$ cat config.mk
export PLATFORM = sky130hd
export DESIGN_NAME = debounce
export DESIGN_NICKNAME = d
export VERILOG_FILES = /design/src/rtl/debounce_pkg.sv /design/src/rtl/sync_2ff.sv /design/src/rtl/debounce.sv
export SDC_FILE = /design/constraint.sdc
export NUM_CORES = 1
export LEC_CHECK = 0
export ABC_AREA = 1
export BUFFER_PORTS_ARGS = -buffer_cell sky130_fd_sc_hd__buf_2
export CAP_MARGIN = 10
export CORE_AREA = 2 2 39 41
export DETAILED_ROUTE_END_ITERATION = 10
export DIE_AREA = 0 0 41 43
export PLACE_DENSITY = 0.45
export SLEW_MARGIN = 20
export SYNTH_ARGS = -nofsm -noshare
export SYNTH_HDL_FRONTEND = slang
export SYNTH_SLANG_ARGS = --single-unit
export TNS_END_PERCENT = 30
$ cat constraint.sdc
create_clock -name clk -period 0.95 [get_ports clk]
set_input_delay 0.0475 -clock clk [delete_from_list [all_inputs] [get_ports clk]]
set_output_delay 0.0475 -clock clk [all_outputs]
set_load 0.03 [all_outputs]
$ cat src/rtl/debounce_pkg.sv
// debounce_pkg
// Shared definitions for the switch/button debouncer.
//   state_t               - FSM state encoding (2 bits)
//   STABLE_CYCLES_DEFAULT - default qualification length in clk cycles
package debounce_pkg;

  localparam int STABLE_CYCLES_DEFAULT = 16;

  typedef enum logic [1:0] {
    STABLE_LO = 2'b00,
    WAIT_HI   = 2'b01,
    STABLE_HI = 2'b10,
    WAIT_LO   = 2'b11
  } state_t;

endpackage

$ cat src/rtl/sync_2ff.sv
// sync_2ff
// Two-flop synchronizer for a single asynchronous level.
// Ports:
//   clk   - clock, rising edge
//   reset - asynchronous, active-high; clears both flops
//   d     - asynchronous input level
//   q     - synchronized level (second flop)
module sync_2ff (
  input  logic clk,
  input  logic reset,
  input  logic d,
  output logic q
);

  logic meta_q;

  // First flop may go metastable; the second gives it a full cycle to settle.
  always_ff @(posedge clk or posedge reset) begin
    if (reset) begin
      meta_q <= 1'b0;
      q      <= 1'b0;
    end else begin
      meta_q <= d;
      q      <= meta_q;
    end
  end

endmodule

$ cat src/rtl/debounce.sv
// debounce
// Debounces a raw switch/button level. A new level is accepted only after it
// has been sampled on STABLE_CYCLES consecutive rising edges; any sample of
// the old level during qualification abandons the attempt and pulses glitch_o.
// Optional build macro DEBOUNCE_SYNC_EN inserts a two-flop synchronizer
// (sync_2ff) in front of the FSM, adding two cycles of latency.
// Parameters:
//   STABLE_CYCLES - consecutive samples needed to accept a change (2..65535)
// Ports:
//   clk      - clock, rising edge
//   reset    - asynchronous, active-high
//   a_i      - raw input level
//   a_o      - debounced, registered level
//   busy_o   - high while a candidate change is being qualified
//   glitch_o - one-cycle pulse when a candidate change is abandoned
module debounce
  import debounce_pkg::*;
#(
  parameter int STABLE_CYCLES = STABLE_CYCLES_DEFAULT
) (
  input  logic clk,
  input  logic reset,
  input  logic a_i,
  output logic a_o,
  output logic busy_o,
  output logic glitch_o
);

  localparam int CW = $clog2(STABLE_CYCLES);
  localparam logic [CW-1:0] CNT_LAST = CW'(STABLE_CYCLES - 1);
  localparam logic [CW-1:0] CNT_ONE  = CW'(1);

  logic          s;
  state_t        state_q, state_d;
  logic [CW-1:0] cnt_q, cnt_d;
  logic          a_d;
  logic          glitch_d;

`ifdef DEBOUNCE_SYNC_EN
  sync_2ff u_sync (
    .clk   (clk),
    .reset (reset),
    .d     (a_i),
    .q     (s)
  );
`else
  assign s = a_i;
`endif

  always_ff @(posedge clk or posedge reset) begin
    if (reset) begin
      state_q  <= STABLE_LO;
      cnt_q    <= '0;
      a_o      <= 1'b0;
      glitch_o <= 1'b0;
    end else begin
      state_q  <= state_d;
      cnt_q    <= cnt_d;
      a_o      <= a_d;
      glitch_o <= glitch_d;
    end
  end

  // The entering sample already counts as the first one, so a WAIT state is
  // entered with cnt=1 and accepts when the STABLE_CYCLES-th sample arrives.
  always_comb begin
    state_d  = state_q;
    cnt_d    = cnt_q;
    a_d      = a_o;
    glitch_d = 1'b0;
    unique case (state_q)
      STABLE_LO: begin
        if (s) begin
          state_d = WAIT_HI;
          cnt_d   = CNT_ONE;
        end else begin
          cnt_d = '0;
        end
      end
      WAIT_HI: begin
        if (!s) begin
          state_d  = STABLE_LO;
          cnt_d    = '0;
          glitch_d = 1'b1;
        end else if (cnt_q == CNT_LAST) begin
          state_d = STABLE_HI;
          cnt_d   = '0;
          a_d     = 1'b1;
        end else begin
          cnt_d = cnt_q + CNT_ONE;
        end
      end
      STABLE_HI: begin
        if (!s) begin
          state_d = WAIT_LO;
          cnt_d   = CNT_ONE;
        end else begin
          cnt_d = '0;
        end
      end
      WAIT_LO: begin
        if (s) begin
          state_d  = STABLE_HI;
          cnt_d    = '0;
          glitch_d = 1'b1;
        end else if (cnt_q == CNT_LAST) begin
          state_d = STABLE_LO;
          cnt_d   = '0;
          a_d     = 1'b0;
        end else begin
          cnt_d = cnt_q + CNT_ONE;
        end
      end
      default: begin
        state_d = STABLE_LO;
        cnt_d   = '0;
      end
    endcase
  end

  assign busy_o = (state_q == WAIT_HI) || (state_q == WAIT_LO);

endmodule

==> impl_metrics.tcl <==
set metrics [dict create \
    hp-class "in -> reg" \
    rsz0062_at_grt "yes" \
    cts-buffers-inserted 3 \
    fin_crit_sh_pct 105 \
    start_kind "register" \
    pin_count 6 \
    layout.nets 62 \
    m1WireLength_um 294 \
    reg2reg_slack_ps -40 \
    cap_violations 0 \
    grt_max_degree 9 \
    min_from "a_i" \
    dieWidth_um 41 \
    cts_sinks 8 \
    dr.pass1.iters 2 \
    clock_latency_ps 250 \
    h-tree-depth 1 \
    dp_cells 68 \
    setup_viol 4 \
    hold_slack_ps 50.2 \
    synth_largest_area_cell "dfrtp_1" \
    diodes 0 \
    route.vias.total 291 \
    detail_route.vias_per_cell 4.04 \
    power_density_mw_per_mm2 1370 \
    wirelength_um 644 \
    core_area_mm2 0.00138 \
    outcome "complete, but fails checks" \
    yosysWarnings 0 \
    synth_fp_nets 50 \
    cts_buffer_depth 2 \
    reg2reg_from "cnt_q[0]$_DFF_PP0_" \
    min_period_ps 994 \
    initial_core_util_pct 26.9 \
    synth_top_area_share_pct 53.9 \
    crit_arrival_ps 1180 \
    highest_layer "met4" \
    grt_first_pass_wirelength_mm 1.12 \
    power.leakage_nw 0.275 \
    peakVddDrop_uv 591 \
    mostFrequentLayoutCell "nand2_1" \
    dr_wl_met3_um 20 \
    slew_headroom_pct 78.9 \
    holdPathStages 3 \
    cp_data_required_time_ps 1140 \
    root_buffer "clkbuf_4" \
    instances_no_fill 72 \
    yosysSeqAreaShare_pct 53.9 \
    place.gp.congestion 0.678 \
    route.detailed.wl_per_inst_um 8.94 \
    rr_worst_depth 5 \
    grt_remaining_overflow 0 \
    syn_to_final_growth_pct 32.3 \
    finalPower_uw 675 \
    synthesis.area_um2 372 \
    drive_gt1_share_pct 32.1 \
    slew_viol_final 0 \
    most-common-layout-cells "nand2_1 (9), inv_1 (8), nor2_1 (7), dfrtp_1 (7), buf_2 (5)" \
    endpoint_kind "register" \
    synth.distinct_cells 12 \
    cp_max_fo 5 \
    path_class "reg -> reg" \
    r2r_end "a_o$_DFFE_PP0P_" \
    port_buffers 5 \
    stdcell_area_um2 492 \
    place_ws_ps -82.8 \
    synth_seq_cells 8 \
    drc_errors 0 \
    worst_slew_pin_slew_ps 316 \
    rows 14 \
    cts_tree "done" \
    hold_viol 0 \
    grt_pass1_vias 286 \
    die_height_um 43 \
    skew_ps 1.03 \
    die-area_mm2 0.00176 \
    syn_area_per_cell_um2 8.08 \
    ys_top_cells_by_area "dfrtp_1 (54%), nand2_1 (10%), inv_1 (8.1%)" \
    failed_checks "setup timing" \
    grtUsageTotal_pct 10.2 \
    dr_wl_met2_um 319 \
    max_freq_mhz 1010 \
    drt_iter0_markers 1 \
    timing.setup.tns_ps -119 \
    setup_ws_ps -44.3 \
    antenna_found_initial 0 \
    path_clk_slew_ps 50 \
    dp_hpwl_um 499 \
    fin_util_pct 35.5 \
    place_area_um2 438 \
    ant_nets 0 \
    netlist_instances 46 \
]
## cells in the mapped netlist
cell / number
clkbuf_1: 1
nor3_1: 2
dfrtp_1: 8
nand2_1: 10
inv_2: 1
ha_1: 1
nor2_1: 7
nor2_4: 1
nand3_1: 5
o21ai_0: 1
inv_1: 8
nand2_2: 1
## metal layers
| layer | track usage, % | vias up |
|---|---|---|
| li1 | - | 159 |
| met1 | 11.7 | 127 |
| met2 | 13.8 | 3 |
| met3 | 3.14 | 2 |
| met4 | 10.0 | 0 |
| met5 | 0 | - |
## cell type report
cell class,instances,area (µm²)
sequential,8,201
clock buffer,3,22.5
tap,16,20.0
fill,152,892
inverter,9,33.8
timing repair buffer,8,50.0
multi-input combinational,28,164
## critical path: stages (launching register included)
cell and delay [ps]:
dfrtp_1 390, ha_4 170, nand3_2 90, nor2_4 140, nand3_1 80, nand2_1 60
## kinds of logic after synthesis
| family | synth area share, % |
|---|---|
| adder cells (fa/ha/maj) | 3.37 |
| buffers and inverters | 10.1 |
| flip-flops | 53.9 |
| AO/OA/AOI/OAI | 1.35 |
| AND/OR/NAND/NOR | 31.3 |
## where the power goes
part	switching (mW)	internal, mW
clock network	0.106	0.144
registers	0.0104	0.352
logic	0.0385	0.0238
## worst max path at each step
stage               slack, ps               to  cells after the start          startpoint
finish                    -40  a_o$_DFFE_PP0P_                      5  cnt_q[0]$_DFF_PP0_
CTS                       -70  a_o$_DFFE_PP0P_                      6  cnt_q[0]$_DFF_PP0_
global placement          -90  a_o$_DFFE_PP0P_                      6  cnt_q[1]$_DFF_PP0_
global route             -110         register                      5  cnt_q[0]$_DFF_PP0_
detailed placement        -80  a_o$_DFFE_PP0P_                      6  cnt_q[1]$_DFF_PP0_
floorplan                 -20  a_o$_DFFE_PP0P_                      6  cnt_q[0]$_DFF_PP0_
## timing repair
item | 4_1_cts | 5_1_grt
hold buffers | 1 | 0
setup endpoints to repair | 7 | 7
gates resized for setup | 1 | 3
endpoints found under the hold margin | 8 | 0
buffers inserted | 0 | 0
pin swaps | 3 | 0
No activity file was read; power rests on OpenSTA's default activity.
